==> src/rtl/serial_add_ctrl.sv <==
// Bit-serial adder controller for the one-bit `full` cell.
// Streams operands LSB-first and rebuilds the parallel sum.
module serial_add_ctrl #(
    parameter int WIDTH = 8
) (
    input  logic             clk,
    input  logic             rst_n,
    input  logic             start,
    input  logic [WIDTH-1:0] a_in,
    input  logic [WIDTH-1:0] b_in,
    input  logic             cin_in,
    output logic             fa_a,
    output logic             fa_b,
    output logic             fa_cin,
    input  logic             fa_sum,
    input  logic             fa_cout,
    output logic             busy,
    output logic             done,
    output logic [WIDTH-1:0] sum_out,
    output logic             cout_out,
    output logic             ovf_out
);

    typedef enum logic {
        IDLE,
        SHIFT
    } state_t;

    localparam logic [7:0] LAST = 8'(WIDTH - 1);

    state_t           state_q, state_d;
    logic [WIDTH-1:0] a_sr_q, a_sr_d;
    logic [WIDTH-1:0] b_sr_q, b_sr_d;
    logic [WIDTH-1:0] sum_sr_q, sum_sr_d;
    logic             carry_q, carry_d;
    logic [7:0]       cnt_q, cnt_d;
    logic [WIDTH-1:0] sum_out_q, sum_out_d;
    logic             cout_q, cout_d;
    logic             ovf_q, ovf_d;
    logic             done_q, done_d;
    logic [WIDTH-1:0] sum_shift;

    // A one-bit result has no older bits to carry along.
    if (WIDTH == 1) begin : g_w1
        assign sum_shift = fa_sum;
    end else begin : g_wn
        assign sum_shift = {fa_sum, sum_sr_q[WIDTH-1:1]};
    end

    always_comb begin
        state_d   = state_q;
        a_sr_d    = a_sr_q;
        b_sr_d    = b_sr_q;
        sum_sr_d  = sum_sr_q;
        carry_d   = carry_q;
        cnt_d     = cnt_q;
        sum_out_d = sum_out_q;
        cout_d    = cout_q;
        ovf_d     = ovf_q;
        done_d    = 1'b0;
        unique case (state_q)
            IDLE: begin
                if (start) begin
                    a_sr_d   = a_in;
                    b_sr_d   = b_in;
                    carry_d  = cin_in;
                    cnt_d    = '0;
                    sum_sr_d = '0;
                    state_d  = SHIFT;
                end
            end
            SHIFT: begin
                sum_sr_d = sum_shift;
                carry_d  = fa_cout;
                a_sr_d   = a_sr_q >> 1;
                b_sr_d   = b_sr_q >> 1;
                cnt_d    = cnt_q + 8'd1;
                if (cnt_q == LAST) begin
                    sum_out_d = sum_shift;
                    cout_d    = fa_cout;
                    // carry into the MSB differs from carry out of it
                    ovf_d     = carry_q ^ fa_cout;
                    done_d    = 1'b1;
                    state_d   = IDLE;
                end
            end
            default: state_d = IDLE;
        endcase
    end

    always_ff @(posedge clk or negedge rst_n) begin
        if (!rst_n) begin
            state_q   <= IDLE;
            a_sr_q    <= '0;
            b_sr_q    <= '0;
            sum_sr_q  <= '0;
            carry_q   <= 1'b0;
            cnt_q     <= '0;
            sum_out_q <= '0;
            cout_q    <= 1'b0;
            ovf_q     <= 1'b0;
            done_q    <= 1'b0;
        end else begin
            state_q   <= state_d;
            a_sr_q    <= a_sr_d;
            b_sr_q    <= b_sr_d;
            sum_sr_q  <= sum_sr_d;
            carry_q   <= carry_d;
            cnt_q     <= cnt_d;
            sum_out_q <= sum_out_d;
            cout_q    <= cout_d;
            ovf_q     <= ovf_d;
            done_q    <= done_d;
        end
    end

    assign fa_a     = a_sr_q[0];
    assign fa_b     = b_sr_q[0];
    assign fa_cin   = carry_q;
    assign busy     = (state_q == SHIFT);
    assign done     = done_q;
    assign sum_out  = sum_out_q;
    assign cout_out = cout_q;
    assign ovf_out  = ovf_q;

endmodule

==> config.mk <==
export PLATFORM = sky130hd
export DESIGN_NAME = serial_add_ctrl
export DESIGN_NICKNAME = d
export VERILOG_FILES = /design/src/rtl/serial_add_ctrl.sv
export SDC_FILE = /design/constraint.sdc
export NUM_CORES = 1
export LEC_CHECK = 0
export ABC_AREA = 1
export BUFFER_PORTS_ARGS = -buffer_cell sky130_fd_sc_hd__buf_2
export CAP_MARGIN = 15
export CORE_ASPECT_RATIO = 1.25
export CORE_MARGIN = 3
export CORE_UTILIZATION = 58
export DETAILED_ROUTE_END_ITERATION = 8
export PLACE_DENSITY_LB_ADDON = 0.08
export SKIP_LAST_GASP = 1
export SYNTH_ARGS = -nofsm -noshare
export SYNTH_HDL_FRONTEND = slang
export SYNTH_SLANG_ARGS = --single-unit
==> constraint.sdc <==
create_clock -name clk -period 2.2 [get_ports clk]
set_input_delay 0.22 -clock clk [delete_from_list [all_inputs] [get_ports clk]]
set_output_delay 0.22 -clock clk [all_outputs]
set_load 0.01 [all_outputs]
==> impl_metrics.py, run 1 <==
metrics = {
    "yosys": {
        "netlist_instances": 227,
        "synth_seq_area_share_pct": 57.7,
        "avgSynthCellArea_um2": 8.40,
        "syn_nets": 251,
        "synth_warnings": 0,
        "ys_seq_elements": 44,
        "netlist_area_um2": 1910,
        "ys_types": 18,
    },
    "drt": {
        "drt-wirelength-per-cell_um": 11.5,
        "drt_iter0_markers": 78,
        "drt-total-wl_um": 3500,
        "drtAntennaViolNets": 0,
        "route.detailed.drc": 0,
        "vias_per_cell": 5.09,
        "dr_total_vias": 1546,
        "drtPass1Iterations": 4,
    },
    "critical_path": {
        "cp_data_required_time_ns": 2.47,
        "crit_arrival_ns": 1.84,
        "r2r_setup_slack_ns": 0.63,
        "cp_max_fo": 11,
        "worstReg2RegEnd": "sum_out[2]$_DFFE_PN0P_",
        "rr_worst_depth": 7,
        "critical_path_class": "register to register",
        "startpoint_type": "register",
        "timing.rr.start": "cnt_q[0]$_DFFE_PN0P_",
        "cp-end-kind": "register",
    },
    "worst_hold_path": {
        "hold_path.class": "primary input to register",
        "worstHoldPathCells": 3,
        "whs_endpoint": "a_sr_q[7]$_DFFE_PN0P_",
        "hp-start": "a_in[7]",
    },
    "sta": {
        "period_share_pct": 71.4,
        "setup_viol": 0,
        "period_minus_slack_ns": 1.57,
        "relSlewSlack_pct": 64.3,
        "rsz0062_at_grt": "no",
        "fin_skew_ns": 0.0160,
        "setup_ws_ns": 0.629,
        "final_hold_viol_count": 0,
        "drv_slew": 0,
        "max_freq_ghz": 0.636,
        "worstMarginPinSlew_ns": 0.536,
        "fin_tns_setup_ns": 0,
    },
    "clock_tree": {
        "post_cts_buffers": 0,
        "cts-root-buf": "clkbuf_4",
        "cts_buffers": 5,
        "htree_levels": 2,
        "cts_resized": 0,
        "cts_buffer_depth": 2,
        "cts_tree": "yes",
        "cts_sinks": 44,
        "clkLatencyLatePin_ns": 0.37,
        "path_clk_slew_ns": 0.13,
    },
    "place": {
        "post-place-ws_ns": 0.667,
        "gp_congestion": 0.859,
        "port_buffers": 36,
        "dpl.hpwl_um": 2460,
    },
    "die": {
        "fp.dieH_um": 70.1,
        "dieArea_um2": 4020,
        "coreArea_um2": 3060,
        "dieWidth_um": 57.3,
        "ioPinCount": 37,
        "rows": 22,
        "start_util_pct": 62.4,
    },
    "run_status": {
        "status": "completed",
    },
    "global_routing": {
        "antenna_found_initial": 0,
        "grt_pass1_wl_um": 6580,
        "grt_pass1_vias": 1540,
        "grt-ovfl-total": 0,
        "grt_max_degree": 45,
        "grt_util_all_layers_pct": 20.6,
    },
    "cells_and_area": {
        "final_nets": 291,
        "diodes": 0,
        "drive_gt1_share_pct": 19.4,
        "area_delta_synth_final_pct": 16.5,
    },
    "power": {
        "p_per_area_nw_per_um2": 1120,
        "cellLeakagePower_nw": 1.24,
        "ir_worst_vdd_mv": 0.919,
    },
    "job": {
        "drv_cap": 0,
    },
}
cells by family (layout without fill, tap and decap cells):
family | Yosys count | count (layout) | synth area share [%]
simple gates | 133 | 133 | 28.5
flops | 44 | 44 | 57.7
compound gates | 18 | 18 | 5.58
xor+xnor | 2 | 2 | 0.919
fa+ha+maj | 2 | 2 | 1.31
buf+inv | 28 | 69 | 5.91
cell usage after synthesis, drive strengths merged:
| cell | count | share of area, % |
|---|---|---|
| a21oi | 1 | 0.26 |
| a22oi | 2 | 0.79 |
| buf | 6 | 1.6 |
| clkbuf | 3 | 0.59 |
| dfrtp | 44 | 58 |
| ha | 2 | 1.3 |
| inv | 19 | 3.7 |
| nand2 | 95 | 19 |
| nand3 | 29 | 7.6 |
| nor2 | 7 | 1.4 |
| nor3 | 1 | 0.52 |
| o21ai | 8 | 2.1 |
| o21bai | 2 | 0.79 |
| o22ai | 5 | 1.6 |
| or2 | 1 | 0.33 |
| xnor2 | 1 | 0.46 |
| xor2 | 1 | 0.46 |
state kept, by name (all words and copies together), names as in the netlist:
| name | cells |
|---|---|
| cout_out | 1 |
| b_sr_q | 8 |
| a_sr_q | 8 |
| cnt_q | 8 |
| busy | 1 |
| done | 1 |
| sum_sr_q | 7 |
| sum_out | 8 |
| ovf_out | 1 |
| fa_cin | 1 |
timing repair:
action / in CTS / in global routing
hold buffers: 1 / 0
endpoints found under the hold margin: 44 / 0
endpoints found under the setup margin: 0 / 0
worst max-delay path by stage:
| stage | to | slack (ns) | startpoint | depth (start not counted) |
|---|---|---|---|---|
| 2_1_floorplan | cout_out$_DFFE_PN0P_ | 0.99 | cnt_q[0]$_DFFE_PN0P_ | 7 |
| 3_3_place_gp | busy$_DFF_PN0_ | 0.74 | cnt_q[0]$_DFFE_PN0P_ | 7 |
| 3_5_place_dp | sum_out[5]$_DFFE_PN0P_ | 0.67 | cnt_q[0]$_DFFE_PN0P_ | 7 |
| 4_1_cts | busy$_DFF_PN0_ | 0.62 | cnt_q[0]$_DFFE_PN0P_ | 7 |
| 5_1_grt | sum_out[6]$_DFFE_PN0P_ | 0.43 | cnt_q[0]$_DFFE_PN0P_ | 7 |
| 6_report | sum_out[2]$_DFFE_PN0P_ | 0.63 | cnt_q[0]$_DFFE_PN0P_ | 7 |
metal layers:
layer  track usage, %  routed length [µm]
met5                0                   0
met4             6.96                  54
met3             4.99                 177
met2             33.7                1630
met1             26.6                1640
cells in the final DEF, fill, tap and decap left out:
cell type / count
inv_1: 17
o22ai_1: 5
dlygate4sd3_1: 1
nor3_2: 1
ha_1: 2
clkinvlp_4: 1
or2_1: 1
a22oi_1: 2
dfrtp_1: 44
buf_2: 36
a21oi_1: 1
nand2_1: 95
o21bai_1: 2
inv_2: 2
bufinv_16: 1
buf_4: 5
clkbuf_4: 5
inv_6: 1
nor2_1: 7
xnor2_1: 1
o21ai_0: 8
nand3_1: 29
xor2_1: 1
power by group:
part           leakage, nW  switching (mW)  internal, mW
logic                0.636           0.430         0.308
registers            0.561           0.178          1.06
clock network       0.0418           0.276         0.243
through the flow:
stage	instance area (µm²)	hold slack, ns	std cells	utilization (%)	total power [mW]
floorplan	1910	-0.0756	227	-	1.74
global placement	2130	0.322	295	69.7	1.97
detailed placement	2130	0.322	295	69.7	2.00
CTS	2220	0.0339	304	72.7	2.51
global route	2220	0.0345	304	72.7	2.70
finish	2220	0.0489	304	72.7	2.50
worst max-delay path: stages, from the launching register on:
cell	delay, ns
dfrtp_1	0.45
ha_1	0.22
nand2_1	0.07
nor3_2	0.11
buf_4	0.18
nand2_1	0.24
nand2_1	0.15
nand2_1	0.05
area by class of cell:
class | instances | area [µm²]
fill | 250 | 833
tap | 36 | 45.0
timing repair buffer | 42 | 228
clock buffer | 5 | 37.5
multi-input combinational | 155 | 693
inverter | 19 | 71.3
sequential | 44 | 1100
clock inverter | 3 | 46.3
Note: power is estimated with default switching activity, not from simulation.
==> inputs of run 2 (changes only) <==
--- a/config.mk
+++ b/config.mk
@@ -5,12 +5,12 @@
 export SDC_FILE = /design/constraint.sdc
 export NUM_CORES = 1
 export LEC_CHECK = 0
-export ABC_AREA = 1
+export ABC_AREA = 0
 export BUFFER_PORTS_ARGS = -buffer_cell sky130_fd_sc_hd__buf_2
 export CAP_MARGIN = 15
 export CORE_ASPECT_RATIO = 1.25
 export CORE_MARGIN = 3
-export CORE_UTILIZATION = 58
+export CORE_UTILIZATION = 49
 export DETAILED_ROUTE_END_ITERATION = 8
 export PLACE_DENSITY_LB_ADDON = 0.08
 export SKIP_LAST_GASP = 1
==> constraint.sdc (replaced) <==
create_clock -name clk -period 1.4 [get_ports clk]
set_input_delay 0.14 -clock clk [delete_from_list [all_inputs] [get_ports clk]]
set_output_delay 0.14 -clock clk [all_outputs]
set_load 0.01 [all_outputs]
==> run 2 against run 1 <==
Cell area up 13%. Worst setup slack got worse by 0.77 ns. Clock power up 89%. The run now ends with negative setup slack left. Combinational power grew to 2.6 times the previous value. Via count fell by 7.4%. Count of clock-buffer cells in the layout did not move. Critical path depth down 2.
==> impl_metrics.py, run 2 <==
metrics = {
    "run_status": {
        "status": "finished with violations",
        "violations": "negative setup slack",
    },
    "yosys": {
        "yosys-top-cells-count": "44 x dfrtp_1, 26 x nand2_1, 23 x o21ai_0, 18 x mux2i_1, 9 x nand2b_1",
        "ys_seq_elements": 44,
        "synth_edf_count": 0,
        "synthArstFlopShare_pct": 100,
        "synth_most_common_cell": "dfrtp_1",
        "netlist_area_um2": 2040,
        "synthTopCellsByArea": "dfrtp_1 54%, mux2i_1 8.8%, mux2_4 5.9%",
        "synth_top_area_cell": "dfrtp_1",
        "avgSynthCellArea_um2": 11.5,
        "synth_seq_area_share_pct": 54.1,
        "ys.flop_type": "dfrtp_1",
        "netlist_instances": 177,
        "synth.top_cell.area_share_pct": 54.1,
        "ys_types": 30,
        "syn_nets": 201,
        "synth_warnings": 0,
    },
    "power": {
        "seqPwrFrac_pct": 42.8,
        "power.internal_mw": 3.35,
        "power_frac_clock_pct": 19.5,
        "ir_worst_vdd_mv": 1.04,
        "p_per_area_nw_per_um2": 1990,
        "cellLeakagePower_nw": 1.27,
        "pwr-share-comb_pct": 37.7,
        "p_switching_mw": 1.67,
        "switching_share_pct": 33.3,
    },
    "global_routing": {
        "grt_max_degree": 48,
        "grt_pass1_vias": 1488,
        "grt-ovfl-total": 0,
        "grt_util_all_layers_pct": 16.8,
        "grt_pass1_wl_um": 6620,
        "antenna_found_initial": 0,
    },
    "clock_tree": {
        "htree_levels": 2,
        "cts-root-buf": "clkbuf_8",
        "clkLatencyLatePin_ns": 0.29,
        "path_clk_slew_ns": 0.09,
        "cts_tree": "yes",
        "cts_buffer_depth": 2,
        "cts_buffers": 5,
        "cts_sinks": 44,
    },
    "drt": {
        "drt_iter0_markers": 51,
        "drt-wirelength-per-cell_um": 13.5,
        "drt-total-wl_um": 3780,
        "drtAntennaViolNets": 0,
        "route.detailed.drc": 0,
        "drtPass1Iterations": 4,
        "vias_per_cell": 5.11,
        "dr_total_vias": 1432,
    },
    "cells_and_area": {
        "finish.cell_count_without_fillers": 280,
        "drive_gt1_share_pct": 34.5,
        "area_delta_synth_final_pct": 23.8,
        "fillers": 337,
        "final_common_cell": "dfrtp_1",
        "diodes": 0,
        "final_nets": 249,
        "layout_common_cells": "44 x dfrtp_1, 36 x buf_2, 26 x nand2_1, 23 x o21ai_0, 18 x mux2i_1",
    },
    "sta": {
        "max_freq_ghz": 0.650,
        "period_minus_slack_ns": 1.54,
        "drv_slew": 0,
        "setup_viol": 11,
        "fin_skew_ns": 0.00713,
        "final_hold_viol_count": 0,
        "setup_ws_ns": -0.139,
        "period_share_pct": 110,
        "worstMarginPinSlew_ns": 0.403,
        "rsz0062_at_grt": "yes",
        "relSlewSlack_pct": 73.1,
    },
    "place": {
        "port_buffers": 36,
        "gp_congestion": 0.789,
        "dpl.hpwl_um": 2650,
        "post-place-ws_ns": -0.181,
        "dp.cells": 269,
    },
    "die": {
        "fp.dieH_um": 78.1,
        "dieWidth_um": 63.7,
        "rows": 25,
        "dieArea_um2": 4970,
        "start_util_pct": 52.5,
        "ioPinCount": 37,
        "coreArea_um2": 3880,
    },
    "critical_path": {
        "cp_max_fo": 12,
        "startpoint_type": "register",
        "crit_arrival_ns": 1.72,
        "cp_data_required_time_ns": 1.59,
        "critical_path_class": "register to register",
        "cp-end-kind": "register",
    },
    "job": {
        "drv_cap": 0,
    },
    "worst_hold_path": {
        "hold_path.class": "primary input to register",
    },
}
-- run 2: final timing paths --
kind	from	to	slack (ns)	depth (start not counted)
setup reg to reg	cnt_q[0]$_DFFE_PN0P_	sum_out[3]$_DFFE_PN0P_	-0.14	5
hold reg to reg	b_sr_q[4]$_DFFE_PN0P_	b_sr_q[3]$_DFFE_PN0P_	0.50	2
setup / recovery	cnt_q[0]$_DFFE_PN0P_	sum_out[3]$_DFFE_PN0P_	-0.14	5
min in group asynchronous	rst_n	sum_sr_q[7]$_DFFE_PN0P_	0.29	2
max in group asynchronous	rst_n	a_sr_q[5]$_DFFE_PN0P_	0.51	3
hold / removal	fa_sum	sum_sr_q[7]$_DFFE_PN0P_	0.07	3
-- run 2: through the flow --
step,TNS (ns),utilization [%],hold slack [ns],instance area [µm²],total power [mW]
final,-1.41,65.0,0.0692,2520,5.02
after global routing,-2.15,65.0,0.0857,2520,5.40
after CTS,-1.57,64.1,0.0619,2490,5.01
after detailed placement,-1.84,60.5,0.0924,2350,3.98
after global placement,-1.26,60.5,0.0884,2350,3.87
after floorplan,-0.908,-,-0.156,2040,3.32
-- run 2: metal layers --
layer / part of all wire, % / vias to the layer above / global-route usage (%) / routed length (µm)
met3: 3.5 / 6 / 2.72 / 133
li1: - / 704 / - / -
met4: 1.3 / 0 / 6.48 / 50
met5: 0 / - / 0 / 0
met2: 51 / 30 / 29.7 / 1920
met1: 44 / 692 / 20.3 / 1670
-- run 2: area by class of cell --
cell class | instances | area, µm² | share of cell area [%]
inverter | 2 | 7.51 | 0.298
clock buffer | 5 | 68.8 | 2.73
clock inverter | 3 | 46.3 | 1.84
multi-input combinational | 118 | 880 | 34.9
sequential | 44 | 1100 | 43.7
tap | 54 | 67.6 | 2.68
timing repair buffer | 54 | 350 | 13.9
-- run 2: critical path, cell delays in order (launching register included) --
cell and delay (ns):
dfrtp_1 0.40, ha_2 0.21, nor4b_4 0.20, nand4b_2 0.15, buf_12 0.18, mux2_4 0.29
-- run 2: power by group through the flow --
| stage | Clock [mW] | Sequential (mW) | Combinational [mW] |
|---|---|---|---|
| floorplan | 0 | 2.19 | 1.13 |
| global placement | 0 | 2.13 | 1.74 |
| detailed placement | 0 | 2.16 | 1.82 |
| CTS | 1.02 | 2.14 | 1.86 |
| global route | 1.07 | 2.22 | 2.10 |
| finish | 0.980 | 2.15 | 1.89 |
-- run 2: cell families (layout without fill, tap and decap cells) --
group / after synthesis / after routing / synth area share [%]
multiplexers: 28 / 28 / 15.8
adder cells (fa/ha/maj): 2 / 2 / 1.23
XOR/XNOR: 4 / 4 / 1.72
AND/OR/NAND/NOR: 52 / 52 / 13.9
buffers and inverters: 15 / 64 / 3.99
flip-flops: 44 / 44 / 54.1
AO/OA/AOI/OAI: 32 / 32 / 9.28
-- run 2: repair_timing --
item | 4_1_cts | 5_1_grt
hold endpoints to repair | 17 | 0
gates cloned | 0 | 0
pin swaps | 1 | 2
gates resized for setup | 2 | 6
setup buffers | 1 | 1
endpoints found under the setup margin | 12 | 13
hold buffers | 1 | 0
==> inputs of run 3 (changes only) <==
--- a/config.mk
+++ b/config.mk
@@ -10,7 +10,7 @@
 export CAP_MARGIN = 15
 export CORE_ASPECT_RATIO = 1.25
 export CORE_MARGIN = 3
-export CORE_UTILIZATION = 49
+export CORE_UTILIZATION = 59
 export DETAILED_ROUTE_END_ITERATION = 8
 export PLACE_DENSITY_LB_ADDON = 0.08
 export SKIP_LAST_GASP = 1
==> constraint.sdc (replaced) <==
create_clock -name clk -period 1.8 [get_ports clk]
set_input_delay 0.18 -clock clk [delete_from_list [all_inputs] [get_ports clk]]
set_output_delay 0.18 -clock clk [all_outputs]
set_load 0.01 [all_outputs]
==> run 3 against run 2 <==
The run now ends clean. Via count down 3.7%. Clock power is 41% lower. Worst setup slack better by 0.32 ns. Critical path depth unchanged. Global-route usage up 3.6 points. Sequential share of layout area increased by 3.8 points. Sequential cell count stayed put. Cell area shrank 8.0%. Cell count down 11%. Sequential power is 21% lower. Fmax fell by 5.0%. Count of clock-buffer cells in the layout stayed put.
==> impl_metrics.py, run 3 (same netlist as run 2, synthesis figures left out) <==
metrics = {
    "sta": {
        "worstMarginPinSlew_ns": 0.587,
        "setup_viol": 0,
        "fin_skew_ns": 0.00442,
        "setup_ws_ns": 0.181,
        "period_minus_slack_ns": 1.62,
        "drv_slew": 0,
        "relSlewSlack_pct": 60.9,
        "fin_tns_setup_ns": 0,
        "period_share_pct": 90.0,
        "final_hold_viol_count": 0,
        "rsz0062_at_grt": "no",
        "max_freq_ghz": 0.618,
    },
    "power": {
        "seqPwrFrac_pct": 48.5,
        "power.internal_mw": 2.28,
        "p_per_area_nw_per_um2": 1500,
        "p_switching_mw": 1.20,
        "cellLeakagePower_nw": 1.18,
        "power_frac_clock_pct": 16.7,
        "switching_share_pct": 34.4,
        "power.total_mw": 3.48,
        "ir_worst_vdd_mv": 0.994,
        "pwr-share-comb_pct": 34.8,
    },
    "cells_and_area": {
        "drive_gt1_share_pct": 28.6,
        "final_nets": 237,
        "area_delta_synth_final_pct": 13.8,
        "diodes": 0,
        "final_common_cell": "dfrtp_1",
        "fin_util_pct": 71.3,
        "layout_common_cells": "44 x dfrtp_1, 36 x buf_2, 26 x nand2_1, 23 x o21ai_0, 18 x mux2i_1",
    },
    "place": {
        "dpl.hpwl_um": 2530,
        "gp_congestion": 0.809,
        "post-place-ws_ns": 0.186,
        "port_buffers": 36,
    },
    "job": {
        "drv_cap": 0,
    },
    "critical_path": {
        "crit_arrival_ns": 1.80,
        "critical_path_class": "register to register",
        "startpoint_type": "register",
        "path_cells": "ha_1 -> nor4b_4 -> nand4b_2 -> buf_4 -> mux2_2",
        "cp-end-kind": "register",
        "slowest_stage": "dfrtp_1",
        "crit_path_max_incr_delay_ns": 0.43,
        "cpLargestDelayFamily": "flip-flops",
        "cp_max_fo": 12,
        "r2r_setup_slack_ns": 0.18,
        "crit_buf_inv": 1,
        "cp_data_required_time_ns": 1.98,
    },
    "worst_hold_path": {
        "hold_path.class": "primary input to register",
    },
    "die": {
        "fp.dieH_um": 71.7,
        "ioPinCount": 37,
        "dieArea_um2": 4200,
        "dieWidth_um": 58.6,
        "coreArea_um2": 3250,
        "start_util_pct": 62.6,
        "rows": 23,
    },
    "clock_tree": {
        "post_cts_buffers": 0,
        "cts_buffer_depth": 2,
        "cts_resized": 0,
        "cts-root-buf": "clkbuf_8",
        "path_clk_slew_ns": 0.08,
        "cts_buffers": 5,
        "htree_levels": 2,
        "cts_tree": "yes",
        "cts_sinks": 44,
        "holdBufCountCts": 1,
        "clkLatencyLatePin_ns": 0.29,
    },
    "drt": {
        "route.detailed.drc": 0,
        "drtPass1Iterations": 4,
        "drt-total-wl_um": 3570,
        "vias_per_cell": 5.52,
        "drtAntennaViolNets": 0,
        "drt_iter0_markers": 23,
        "dr_total_vias": 1379,
        "drt-wirelength-per-cell_um": 14.3,
    },
    "global_routing": {
        "grt_pass1_wl_um": 6530,
        "grt_max_degree": 49,
        "grt-ovfl-total": 0,
        "grt_pass1_vias": 1488,
        "antenna_found_initial": 0,
        "grt_util_all_layers_pct": 20.4,
    },
    "run_status": {
        "status": "completed",
    },
}
run 3: worst paths after layout:
kind                                                 to  cells past startpoint             startpoint
worst max register to register      ovf_out$_DFFE_PN0P_                      5   cnt_q[0]$_DFFE_PN0P_
min in group asynchronous                done$_DFF_PN0_                      2                  rst_n
max in group asynchronous          cnt_q[2]$_DFFE_PN0P_                      3                  rst_n
worst min-delay path            sum_sr_q[7]$_DFFE_PN0P_                      3                 fa_sum
worst min register to register    a_sr_q[6]$_DFFE_PN0P_                      2  a_sr_q[7]$_DFFE_PN0P_
worst max-delay path                ovf_out$_DFFE_PN0P_                      5   cnt_q[0]$_DFFE_PN0P_
run 3: through the flow:
| step | hold slack, ns | cell area [µm²] | cells |
|---|---|---|---|
| 6_report | 0.106 | 2320 | 250 |
| 5_1_grt | 0.124 | 2320 | 250 |
| 4_1_cts | 0.0934 | 2320 | 250 |
| 3_5_place_dp | 0.228 | 2230 | 242 |
| 3_3_place_gp | 0.209 | 2230 | 242 |
| 2_1_floorplan | -0.116 | 2040 | 177 |
run 3: cell type report:
class / count / area [µm²]
Clock buffer: 5 / 68.8
Clock inverter: 2 / 12.5
Fill cell: 251 / 933
Inverter: 2 / 7.51
Multi-Input combinational cell: 118 / 855
Sequential cell: 44 / 1100
Tap cell: 37 / 46.3
Timing Repair Buffer: 42 / 228
run 3: per-layer routing:
layer,vias up,GRT usage [%],part of all wire (%)
met5,-,0,0
met4,0,7.73,1.7
met3,6,5.41,4.8
met2,31,35.4,52
met1,670,23.6,41
li1,672,-,-
run 3: worst min-delay path, stage by stage:
cell,delay (ns)
buf_2,0.09
nand2_1,0.04
o21ai_0,0.05
run 3: power groups by stage:
stage / Sequential (mW) / Clock, mW / Combinational [mW]
after detailed placement: 1.71 / 0 / 1.23
after floorplan: 1.70 / 0 / 0.878
after CTS: 1.69 / 0.612 / 1.24
after global routing: 1.75 / 0.642 / 1.38
after global placement: 1.68 / 0 / 1.18
final: 1.69 / 0.581 / 1.21
